$ cat config.mk
export PLATFORM = sky130hd
export DESIGN_NAME = i2c_rw_seq
export DESIGN_NICKNAME = d
export VERILOG_FILES = /design/src/rtl/i2c_seq_pkg.sv /design/src/rtl/i2c_rw_seq_fifo.sv /design/src/rtl/i2c_rw_seq.sv
export SDC_FILE = /design/constraint.sdc
export NUM_CORES = 1
export LEC_CHECK = 0
export BUFFER_PORTS_ARGS = -buffer_cell sky130_fd_sc_hd__buf_2
export CAP_MARGIN = 0
export CELL_PAD_IN_SITES_DETAIL_PLACEMENT = 0
export CELL_PAD_IN_SITES_GLOBAL_PLACEMENT = 1
export CORE_MARGIN = 2
export CORE_UTILIZATION = 44
export CTS_BUF_LIST = sky130_fd_sc_hd__clkbuf_16
export CTS_CLUSTER_SIZE = 12
export DETAILED_ROUTE_END_ITERATION = 6
export PLACE_DENSITY_LB_ADDON = 0.05
export SETUP_SLACK_MARGIN = 0.5
export SYNTH_ARGS = -nofsm -noshare
export SYNTH_HDL_FRONTEND = slang
export SYNTH_SLANG_ARGS = --single-unit
$ cat constraint.sdc
create_clock -name sys_clk -period 2.7 [get_ports sys_clk]
set_input_delay 0.54 -clock sys_clk [delete_from_list [all_inputs] [get_ports sys_clk]]
set_output_delay 0.54 -clock sys_clk [all_outputs]
set_load 0.05 [all_outputs]
$ cat src/rtl/i2c_seq_pkg.sv
// Shared state encoding, width helpers and default timing constants for the
// I2C read/write sequencer.
package i2c_seq_pkg;

  localparam int DEF_WAIT_CYCLES   = 250000;
  localparam int DEF_SHOW_INTERVAL = 25000000;

  typedef logic [2:0] state_t;

  localparam state_t ST_IDLE     = 3'd0;
  localparam state_t ST_WR_START = 3'd1;
  localparam state_t ST_WR_WAIT  = 3'd2;
  localparam state_t ST_WR_GAP   = 3'd3;
  localparam state_t ST_RD_START = 3'd4;
  localparam state_t ST_RD_WAIT  = 3'd5;
  localparam state_t ST_DRAIN    = 3'd6;

  function automatic int idx_width(input int num_bytes);
    return $clog2(num_bytes + 1);
  endfunction

  // Counter/pointer width for values 0..n-1, never narrower than one bit.
  function automatic int cnt_width(input int n);
    return (n > 1) ? $clog2(n) : 1;
  endfunction

endpackage

$ cat src/rtl/i2c_rw_seq_fifo.sv
// Single-clock byte FIFO buffering read-burst data; dout is registered on pop.
module seq_fifo
  import i2c_seq_pkg::*;
#(
  parameter int WIDTH = 8,
  parameter int DEPTH = 4
) (
  input  logic             sys_clk,
  input  logic             sys_rst_n,
  input  logic             push,
  input  logic             pop,
  input  logic [WIDTH-1:0] din,
  output logic             full,
  output logic             empty,
  output logic [WIDTH-1:0] dout
);

  localparam int PW = cnt_width(DEPTH);
  localparam int CW = $clog2(DEPTH + 1);

  logic [DEPTH-1:0][WIDTH-1:0] mem;
  logic [PW-1:0]               wr_ptr, rd_ptr;
  logic [CW-1:0]               count;
  logic                        do_push, do_pop;

  assign full    = (count == CW'(DEPTH));
  assign empty   = (count == '0);
  assign do_push = push && !full;
  assign do_pop  = pop && !empty;

  function automatic logic [PW-1:0] ptr_nxt(input logic [PW-1:0] p);
    return (p == PW'(DEPTH - 1)) ? '0 : p + PW'(1);
  endfunction

  always_ff @(posedge sys_clk) begin
    if (do_push) mem[wr_ptr] <= din;
  end

  always_ff @(posedge sys_clk or negedge sys_rst_n) begin
    if (!sys_rst_n) begin
      wr_ptr <= '0;
      rd_ptr <= '0;
      count  <= '0;
      dout   <= '0;
    end else begin
      if (do_push) wr_ptr <= ptr_nxt(wr_ptr);
      if (do_pop) begin
        rd_ptr <= ptr_nxt(rd_ptr);
        dout   <= mem[rd_ptr];
      end
      case ({do_push, do_pop})
        2'b10:   count <= count + CW'(1);
        2'b01:   count <= count - CW'(1);
        default: count <= count;
      endcase
    end
  end

endmodule

$ cat src/rtl/i2c_rw_seq.sv
// EEPROM burst sequencer feeding the I2C byte controller: write burst with
// write-cycle gaps, read burst into a FIFO, then paced drain to the display.
// Optional readback checker enabled by I2C_RW_SEQ_VERIFY_EN (adds verify_err).
module i2c_rw_seq
  import i2c_seq_pkg::*;
#(
  parameter int          NUM_BYTES     = 10,
  parameter logic [15:0] BASE_ADDR     = 16'h0000,
  parameter logic [7:0]  DATA_INIT     = 8'h01,
  parameter logic        ADDR_2BYTE    = 1'b1,
  parameter int          WAIT_CYCLES   = DEF_WAIT_CYCLES,
  parameter int          SHOW_INTERVAL = DEF_SHOW_INTERVAL
) (
  input  logic        sys_clk,
  input  logic        sys_rst_n,
  input  logic        i2c_clk,
  input  logic        write_req,
  input  logic        read_req,
  input  logic        i2c_end,
  input  logic [7:0]  rd_data,
  output logic        i2c_start,
  output logic        wr_en,
  output logic        rd_en,
  output logic [15:0] byte_addr,
  output logic [7:0]  wr_data,
  output logic        addr_num,
  output logic        busy,
  output logic [7:0]  dout,
  output logic        dout_valid
`ifdef I2C_RW_SEQ_VERIFY_EN
  ,
  output logic        verify_err
`endif
);

  localparam int IW = idx_width(NUM_BYTES);
  localparam int GW = cnt_width(WAIT_CYCLES);
  localparam int SW = cnt_width(SHOW_INTERVAL);

  state_t        state;
  logic [IW-1:0] idx;
  logic [GW-1:0] gap_cnt;
  logic [SW-1:0] show_cnt;
  logic          i2c_clk_d, i2c_end_d;
  logic          clk_rise, end_rise;
  logic          last_byte, gap_done, show_done;
  logic          push, pop, fifo_full, fifo_empty;

  assign clk_rise  = i2c_clk & ~i2c_clk_d;
  assign end_rise  = i2c_end & ~i2c_end_d;
  assign last_byte = (int'(idx) + 1) >= NUM_BYTES;
  assign gap_done  = (gap_cnt == GW'(WAIT_CYCLES - 1));
  assign show_done = (show_cnt == SW'(SHOW_INTERVAL - 1));

  // Start is decoded from state, so it drops the cycle after the first
  // i2c_clk rise seen in *_START: the controller samples it exactly once.
  assign i2c_start = (state == ST_WR_START) || (state == ST_RD_START);
  assign wr_en     = (state == ST_WR_START) || (state == ST_WR_WAIT) || (state == ST_WR_GAP);
  assign rd_en     = (state == ST_RD_START) || (state == ST_RD_WAIT);
  assign busy      = (state != ST_IDLE);
  assign byte_addr = BASE_ADDR + 16'(idx);
  assign wr_data   = DATA_INIT + 8'(idx);
  assign addr_num  = ADDR_2BYTE;

  // Full is impossible by construction; a stray push is simply dropped.
  assign push = (state == ST_RD_WAIT) && end_rise && !fifo_full;
  assign pop  = (state == ST_DRAIN) && show_done && !fifo_empty;

  always_ff @(posedge sys_clk or negedge sys_rst_n) begin
    if (!sys_rst_n) begin
      state      <= ST_IDLE;
      idx        <= '0;
      gap_cnt    <= '0;
      show_cnt   <= '0;
      i2c_clk_d  <= 1'b0;
      i2c_end_d  <= 1'b0;
      dout_valid <= 1'b0;
    end else begin
      i2c_clk_d  <= i2c_clk;
      i2c_end_d  <= i2c_end;
      dout_valid <= pop;
      case (state)
        ST_IDLE: begin
          if (write_req) begin
            state <= ST_WR_START;
            idx   <= '0;
          end else if (read_req) begin
            state <= ST_RD_START;
            idx   <= '0;
          end
        end
        ST_WR_START: if (clk_rise) state <= ST_WR_WAIT;
        ST_WR_WAIT:  if (end_rise) state <= ST_WR_GAP;
        ST_WR_GAP: begin
          if (gap_done) begin
            gap_cnt <= '0;
            if (last_byte) state <= ST_IDLE;
            else begin
              idx   <= idx + IW'(1);
              state <= ST_WR_START;
            end
          end else begin
            gap_cnt <= gap_cnt + GW'(1);
          end
        end
        ST_RD_START: if (clk_rise) state <= ST_RD_WAIT;
        ST_RD_WAIT: begin
          if (end_rise) begin
            if (last_byte) state <= ST_DRAIN;
            else begin
              idx   <= idx + IW'(1);
              state <= ST_RD_START;
            end
          end
        end
        ST_DRAIN: begin
          show_cnt <= show_done ? '0 : show_cnt + SW'(1);
          // Leave one cycle after the pop that emptied the FIFO.
          if (dout_valid && fifo_empty) begin
            state    <= ST_IDLE;
            show_cnt <= '0;
          end
        end
        default: state <= ST_IDLE;
      endcase
    end
  end

  seq_fifo #(
    .WIDTH (8),
    .DEPTH (NUM_BYTES)
  ) u_fifo (
    .sys_clk   (sys_clk),
    .sys_rst_n (sys_rst_n),
    .push      (push),
    .pop       (pop),
    .din       (rd_data),
    .full      (fifo_full),
    .empty     (fifo_empty),
    .dout      (dout)
  );

`ifdef I2C_RW_SEQ_VERIFY_EN
  logic [7:0] pop_cnt;
  logic       ovf;

  assign ovf = (state == ST_RD_WAIT) && end_rise && fifo_full;

  // Each drained byte k must equal DATA_INIT + k; errors stay until a new read.
  always_ff @(posedge sys_clk or negedge sys_rst_n) begin
    if (!sys_rst_n) begin
      verify_err <= 1'b0;
      pop_cnt    <= '0;
    end else if (state == ST_IDLE && !write_req && read_req) begin
      verify_err <= 1'b0;
      pop_cnt    <= '0;
    end else begin
      if (dout_valid) begin
        pop_cnt <= pop_cnt + 8'd1;
        if (dout != DATA_INIT + pop_cnt) verify_err <= 1'b1;
      end
      if (ovf) verify_err <= 1'b1;
    end
  end
`endif

endmodule
==> metrics, run 1 <==
die area=approximately 17,000 um2; Max transition margin=roughly 40%; CP max FO=5; Max clock buf depth=2; fin util=54.0%; top-count cell post-synth=edfxtp_1; Final Hold Vio Count=0; Initial Utilization=45.3%; Seq cells post-synth=about 150; Area growth, synth to finish=19.2%; fin crit period=2.49 ns; Avg WL per Cell=17.4 um; CTS tree=yes; Avg Inst Size Synth=approximately 12 um2; Finish-stage setup viols=0; DPL Wire Length=approximately 10,000 um; clock-pin slew on the worst setup and hold paths=0.07 ns; Synth top area share=33.2%; VDD IR max=0.471 mV; worst path required time=3.00 ns; slowest CP cell=dfrtp_1; area leader, netlist=edfxtp_1; CP top delay family=simple AND/OR/NAND/NOR gates; global-route wire length before repair=approximately 25,000 um; met1 Resource Use GR=25.2%; Cell Pwr Density=680 nW/um2; Fill cells=1,374; Syn. warnings=0; Tcrit/Tclk final=slightly above 90%; Rows=46; CTS Hold Bufs=0; Critical path buffers and inverters=1; Via Count=4,862; Top FF cell, synth=edfxtp_1; RSZ-0062 raised after global routing=true; die width=~130 um; run status=complete, no violations; post-route antenna net violation count=0; kind of critical path=reg2reg; via/cell ratio=about 5.5; Post-synth top cells=edfxtp_1, dfrtp_1, nor2_1, nand2_1, nand3_1; crit path launch type=flip-flop; Pleak=3.35 nW; I/O pin count=52; First DRT Iteration DRCs=roughly 330; antenna violations before repair=0; routability cong.=0.805; Max stage delay on crit path=approximately 0.40 ns; Hold/Removal Path Class=in2async; pin count of the biggest net entering global routing=65; busiest grt layer=met2; clk root buf=clkbuf_16; Synth cell types=62; Post-Syn Area=~7200 um2; clk_lat worst skew=0.43 ns; fin nets=679; vias in the first global route=4,702; crit path DAT=2.80 ns; most area-consuming cells after synthesis=edfxtp_1, dfrtp_1, mux4_2; layout cells sized above 1=about 25%; H-tree depth=4; core area=15,900 um2; Overflow after GRT=0; Max Freq=0.401 GHz; # port buffers=35; skew final=approximately 0.014 ns; Ant. Diodes=0; sequential cell area fraction in the yosys report=58.5%; drt drc=0; met3 GRT Util=under 10%; Setup TNS=0 ns; Die H=132 um; gr usage total=18.5%; worst slew pin tran=about 0.90 ns; met2 Resource Use GR=29.3%; worst-path cell chain=ha_2 > nand4_4 > nor4_4 > nand2_1 > inv_2 > ha_4 > ha_1 > a21o_1 > a21oi_1 > xnor2_1 > nor2_1 > xor2_1; Slew Viols, Final=0; synthesized instance count=590; Max-cap violations=0; TritonCTS Buffers=17; Routed WL=about 15,000 um; EDFF count, synth=80; Crit. End Element=flip-flop; async set-reset flop share out of synthesis=47.7%; register-to-register setup slack=0.21 ns; Pre-antenna DRT Iters=6; Sink Count=153
-- repair_timing --
item                                    CTS  global route
endpoints found under the setup margin   20            93
resized for setup                        13            15
pin swaps                                 5             4
setup buffers                             3             3
-- metal layers --
metal  up-vias  wire, um  share of wire, %
li1       2331         -                 -
met1      2400      7200                47
met2       121      7420                48
met3        10       680               4.4
met4         0       138              0.89
met5         -         0                 0
-- flip-flops by register name (all words and copies together), names as in the netlist, 3 cells and up --
register and flops:
gap_cnt 18, idx 4, show_cnt 25, state 3, u_fifo.count 4, u_fifo.dout 8, u_fifo.mem 80, u_fifo.rd_ptr 4
u_fifo.wr_ptr 4
-- cells by family (layout without fill, tap and decap cells) --
group                    Yosys count  in the layout  share of synthesized area (%)
AND/OR/NAND/NOR                  198            198                           15.4
flip-flops                       153            153                           58.5
AO/OA/AOI/OAI                    108            108                           10.0
buffers and inverters             66            132                           4.47
multiplexers                      28             28                           6.72
XOR/XNOR                          27             27                           3.27
adder cells (fa/ha/maj)            8              8                           1.49
other                              2             16                          0.104
-- cells in the final DEF (no fill, tap or decap), types with 7 or more instances in the layout --
cell type / n
inv_1: 21
nand3b_1: 9
nand2_1: 34
mux2i_1: 11
and3_1: 7
nand3_1: 31
nor2_1: 35
clkbuf_16: 17
xnor2_1: 14
a31oi_1: 22
o21a_1: 9
nand4_1: 16
conb_1: 16
edfxtp_1: 80
o21ai_0: 15
a22oi_1: 10
buf_2: 33
mux4_2: 16
nand2b_1: 8
o211ai_1: 8
a21oi_1: 13
xor2_1: 11
buf_4: 39
dfrtp_1: 70
-- report_power, final --
group / total, mW / internal [mW] / switching (mW)
Clock: 2.34 / 1.30 / 1.03
Sequential: 2.70 / 2.57 / 0.131
Combinational: 0.823 / 0.273 / 0.550
-- metrics by stage --
step / hold slack (ns) / instance area [um2] / power (mW) / cells / worst slack (ns)
final: 0.229 / 8610 / 5.86 / 886 / 0.206
after global routing: 0.214 / 8610 / 6.14 / 886 / 0.0864
after CTS: 0.221 / 8510 / 5.89 / 883 / 0.199
after detailed placement: 0.475 / 7870 / 3.54 / 848 / 0.163
after global placement: 0.463 / 7870 / 3.53 / 848 / 0.194
after floorplan: 0.244 / 7350 / 3.33 / 604 / 0.283
-- worst paths after layout --
check / from / end / cells after the start
hold / removal: sys_rst_n / u_fifo.dout[0] / 1
setup / recovery: show_cnt[0] / u_fifo.count[3] / 12
hold reg to reg: u_fifo.dout[4] / u_fifo.dout[4] / 1
setup reg to reg: show_cnt[0] / u_fifo.count[3] / 12
max in group asynchronous: sys_rst_n / u_fifo.dout[7] / 2
min in group sys_clk: i2c_end / i2c_end_d / 1
-- final cells by class --
type | instances | area (um2) | share of cell area (%)
Clock inverter | 15 | 153 | 1.77
Sequential cell | 153 | 4230 | 49.1
Tap cell | 216 | 270 | 3.14
Clock buffer | 17 | 425 | 4.94
Multi-Input combinational cell | 385 | 2910 | 33.8
Timing Repair Buffer | 77 | 532 | 6.17
Inverter | 23 | 86.3 | 1.00
(Power assumes the default switching activity.)
==> inputs of run 2 (changes only) <==
- CORE_UTILIZATION: 44 -> 40
- CTS_CLUSTER_SIZE: 12 -> not set
==> metrics, run 2 (same netlist as run 1, synthesis figures left out) <==
Top reg by flops=u_fifo.mem; Cell Pwr Density=around 700 nW/um2; NetSw=1.69 mW; Largest register FFs=80; die area=~19,000 um2; Area growth, synth to finish=20.5%; die width=138 um; Final Instance Area=8700 um2; vias in the first global route=slightly below 5,000; Max-cap violations=0; switch share=28.1%; RSZ-0062 raised after global routing=true; Crit. End Element=flip-flop; clk root buf=clkbuf_16; TritonCTS Buffers=17; Final Hold Vio Count=0; Routed WL=16,500 um; Final Hold Slack=0.201 ns; CTS tree=yes; most frequent cells in the layout=edfxtp_1, dfrtp_1, buf_4; fin nets=between 600 and 700; global-route wire length before repair=around 26,000 um; sequential share of power=~45%; Overflow after GRT=0; Die H=approximately 140 um; Max Freq=0.403 GHz; skew final=0.00983 ns; Pre-antenna DRT Iters=4; worst path required time=around 3 ns; run status=complete, no violations; crit path DAT=2.79 ns; I/O pin count=52; layout cells sized above 1=25.5%; crit path launch type=flip-flop; Max transition margin=a little over two fifths; Avg WL per Cell=18.1 um; gr usage total=17.7%; H-tree depth=4; Worst setup startpoint=show_cnt[9]; Via Count=4,936; Fill cells=between 1,500 and 2,000; drt drc=0; DP Area=7930 um2; Finish-stage setup viols=0; VDD IR max=0.445 mV; Rows=49; fin crit period=2.48 ns; Hold/Removal Path Class=in2async; clk_lat worst skew=0.42 ns; kind of critical path=reg2reg; clock-pin slew on the worst setup and hold paths=0.07 ns; post-layout total power=roughly 6.0 mW; Comb power frac=approximately 14%; post-route antenna net violation count=0; Regs by FF count=u_fifo.mem (80), show_cnt (25), gap_cnt (18); Initial Utilization=roughly two fifths; First DRT Iteration DRCs=280; commonest non-fill, non-tap cell in the layout=edfxtp_1; CP max FO=2; core area=17,800 um2; worst slew pin tran=0.842 ns; antenna violations before repair=1; pin count of the biggest net entering global routing=60; DPL Wire Length=11,000 um; Max clock buf depth=2; routability cong.=0.774; Pleak=3.38 nW; Pint=4.34 mW; R2R Path Start=show_cnt[9]; Tcrit/Tclk final=92.0%; Sink Count=153; via/cell ratio=5.44; Slew Viols, Final=0; # port buffers=35; Clk pwr share=40.9%
[run 2: critical path: stages, from the launching register on]
cell and delay (ns):
dfrtp_1 0.41, nor4b_4 0.31, nand4_1 0.20, nor4_4 0.25
nand2_1 0.12, inv_2 0.09, ha_4 0.15, ha_4 0.19
a21o_1 0.17, a21oi_2 0.16, xnor2_1 0.13, nor2_1 0.06
xor2_1 0.13
[run 2: what timing repair did]
item,4_1_cts,5_1_grt
resized for setup,10,10
hold endpoints to repair,0,0
buffers inserted,5,3
hold buffers,0,0
pin swaps,10,9
endpoints found under the setup margin,18,43
[run 2: path summary, 6_finish.rpt]
check | end | slack (ns) | depth (start not counted)
max reg2reg | u_fifo.count[3] | 0.22 | 12
min | gap_cnt[9] | 0.20 | 1
min reg2reg | show_cnt[24] | 0.48 | 1
min in group sys_clk | i2c_end_d | 0.24 | 1
max | u_fifo.count[3] | 0.22 | 12
max in group asynchronous | u_fifo.rd_ptr[1] | 1.82 | 2
[run 2: through the flow]
step | std cells | setup slack (ns) | TNS, ns | utilization, %
2_1_floorplan | 604 | 0.283 | 0 | -
6_report | 908 | 0.216 | 0 | 48.8
3_3_place_gp | 867 | 0.0764 | 0 | 44.5
4_1_cts | 904 | 0.0237 | 0 | 48.4
5_1_grt | 908 | 0.0556 | 0 | 48.8
3_5_place_dp | 867 | -0.00498 | -0.00498 | 44.5
[run 2: final cells by class]
type                            instances  area [um2]  share of cell area (%)
Tap cell                              229         287                    3.29
Timing Repair Buffer                   85         584                    6.71
Clock inverter                         15         186                    2.14
Antenna cell                            1        2.50                  0.0288
Inverter                               23        86.3                   0.992
Sequential cell                       153        4230                    48.6
Clock buffer                           17         425                    4.89
Multi-Input combinational cell        385        2900                    33.3
[run 2: metal layers]
| metal | GRT usage, % | part of all wire (%) | up-vias |
|---|---|---|---|
| met5 | 0 | 0 | - |
| met4 | 5.64 | 1.6 | 0 |
| met3 | 4.09 | 3.3 | 15 |
| met2 | 30.4 | 51 | 93 |
| met1 | 22.3 | 45 | 2476 |
| li1 | - | - | 2352 |
[run 2: power by group through the flow]
stage / clock, mW / sequential [mW] / combinational (mW)
2_1_floorplan: 0 / 2.74 / 0.583
3_3_place_gp: 0 / 2.75 / 0.788
3_5_place_dp: 0 / 2.75 / 0.802
4_1_cts: 2.53 / 2.71 / 0.839
5_1_grt: 2.62 / 2.73 / 0.934
6_report: 2.47 / 2.71 / 0.852
==> inputs of run 3 (changes only) <==
--- a/config.mk
+++ b/config.mk
@@ -12,3 +12,3 @@
 export CORE_MARGIN = 2
-export CORE_UTILIZATION = 40
+export CORE_UTILIZATION = 39
 export CTS_BUF_LIST = sky130_fd_sc_hd__clkbuf_16
==> constraint.sdc (replaced) <==
create_clock -name sys_clk -period 2.7 [get_ports sys_clk]
set_input_delay 0.27 -clock sys_clk [delete_from_list [all_inputs] [get_ports sys_clk]]
set_output_delay 0.27 -clock sys_clk [all_outputs]
set_load 0.05 [all_outputs]
==> metrics, run 3 (same netlist as run 1, synthesis figures left out) <==
commonest non-fill, non-tap cell in the layout=edfxtp_1; Regs by FF count=u_fifo.mem (80), show_cnt (25), gap_cnt (18); Max stage delay on crit path=0.41 ns; NetSw=1.70 mW; fin crit period=2.55 ns; pin count of the biggest net entering global routing=74; die area=19,600 um2; clk root buf=clkbuf_16; VDD IR max=0.482 mV; register-to-register setup slack=0.15 ns; crit path DAT=2.86 ns; Max-cap violations=0; sequential share of power=between 40% and 50%; most frequent cells in the layout=edfxtp_1, dfrtp_1, buf_4; worst slew pin tran=0.998 ns; via/cell ratio=5.35; antenna violations before repair=0; fin nets=683; gr usage total=17.3%; switch share=29.3%; post-route antenna net violation count=0; Pleak=3.35 nW; H-tree depth=4; TritonCTS Buffers=17; Top reg by flops=u_fifo.mem; Tcrit/Tclk final=between 90% and 100%; most frequent CP cell=ha_4; worst path required time=3.01 ns; routability cong.=0.771; Finish-stage setup viols=0; CTS tree=yes; Area growth, synth to finish=19.3%; violated checks=design-rule violations, negative hold slack; Routed WL=approximately 16,000 um; reg-to-reg endpoint=u_fifo.count[3]; CP Depth=12; Critical path buffers and inverters=1; Storage cell area=4230 um2; Slew Viols, Final=0; clock-pin slew on the worst setup and hold paths=0.07 ns; Max transition margin=33.5%; # port buffers=35; clk_lat worst skew=0.42 ns; fin util=47.7%; kind of critical path=reg2reg; worst-path cell chain=nor4b_4 > nand4_1 > nor4_4 > nand2_1 > inv_2 > ha_4 > ha_4 > a21o_1 > a21oi_2 > xnor2_1 > nor2_1 > xor2_1; area of the multi-input gates=2900 um2; placed cell count=860; Final Hold Slack=-0.00994 ns; run status=complete, but fails checks; CP max FO=2; drt drc=4; Worst setup startpoint=show_cnt[10]; Pre-antenna DRT Iters=7; Sink Count=153; RSZ-0062 raised after global routing=true; Final Hold Vio Count=2; Cell Pwr Density=673 nW/um2; global-route wire length before repair=26,100 um; Initial Utilization=between 30% and 40%; Clk pwr share=approximately two fifths; Pint=4.10 mW; First DRT Iteration DRCs=245; layout cells sized above 1=24.6%; Overflow after GRT=0; Via Count=4,831; Register-to-Register Path Depth=12; Largest register FFs=80; Die H=140 um; slowest CP cell=dfrtp_1; Fill cells=approximately 1,600; Crit. End Element=flip-flop; Final Instance Area=8620 um2; Rows=49; skew final=about 0.014 ns; core area=18,100 um2; crit path to=u_fifo.count[3]; DPL Wire Length=about 11,000 um; R2R Path Start=show_cnt[10]; Max clock buf depth=2; Max Freq=0.392 GHz; Avg WL per Cell=approximately 18 um; Ant. Diodes=0; Setup TNS=0 ns; I/O pin count=52; vias in the first global route=between 4,000 and 5,000; fin cells=903; die width=approximately 140 um; DP Area=7880 um2; Hold/Removal Path Class=in2async; Comb power frac=around 14%; CP top delay family=simple AND/OR/NAND/NOR gates; crit path launch type=flip-flop
==> run 3: changes by cell type in the layout (fill, tap and decap cells not counted), sizes merged <==
cell         before  now
bufinv            3    0
inv              29   32
dlygate4sd3       0    2
diode             1    0
buf              85   79
clkinv            4    2
clkinvlp          2    3
clkbuf           17   18
==> run 3: layout make-up <==
class / instances / area share, %
flip-flops and latches: 153 / 49.1
well taps: 229 / 3.32
clock inverters: 14 / 1.26
multi-input cells: 385 / 33.7
inverters: 23 / 1.00
clock buffers: 18 / 5.22
repair buffers: 81 / 6.42
==> run 3: how the worst min path moves through the flow <==
stage	endpoint	depth (start not counted)	start	slack (ns)
finish	gap_cnt[5]	1	sys_rst_n	-0.01
global route	gap_cnt[5]	1	sys_rst_n	0.09
CTS	u_fifo.dout[1]	1	sys_rst_n	0.06
detailed placement	i2c_end_d	1	i2c_end	0.40
global placement	i2c_end_d	1	i2c_end	0.40
floorplan	dout_valid	0	sys_rst_n	-0.03
==> run 3: per-stage QoR <==
step,power (mW),hold WS [ns],setup slack (ns)
floorplan,3.33,-0.0256,0.283
global placement,3.55,0.399,0.150
detailed placement,3.56,0.400,0.0792
CTS,5.86,0.0583,0.216
global route,6.09,0.0883,0.0170
finish,5.80,-0.00994,0.149
==> run 3: routing by layer <==
metal,GRT usage (%),wire [um]
met4,5.74,112
met2,28.7,8100
met1,22.8,7330
met5,0,0
met3,3.52,573
==> run 3: what timing repair did <==
action                                 in CTS  in global routing
hold buffers                                2                  0
gates cloned                                0                  0
endpoints found under the hold margin       2                  0
setup endpoints to repair                  15                 37
pin swaps                                   5                 12
gates resized for setup                     9                 10
buffers inserted                            2                  7
==> run 3: power by group through the flow <==
stage	registers, mW	logic [mW]	clock network (mW)
finish	2.70	0.836	2.26
global route	2.72	0.930	2.44
CTS	2.70	0.831	2.33
detailed placement	2.74	0.818	0
global placement	2.74	0.807	0
floorplan	2.74	0.583	0
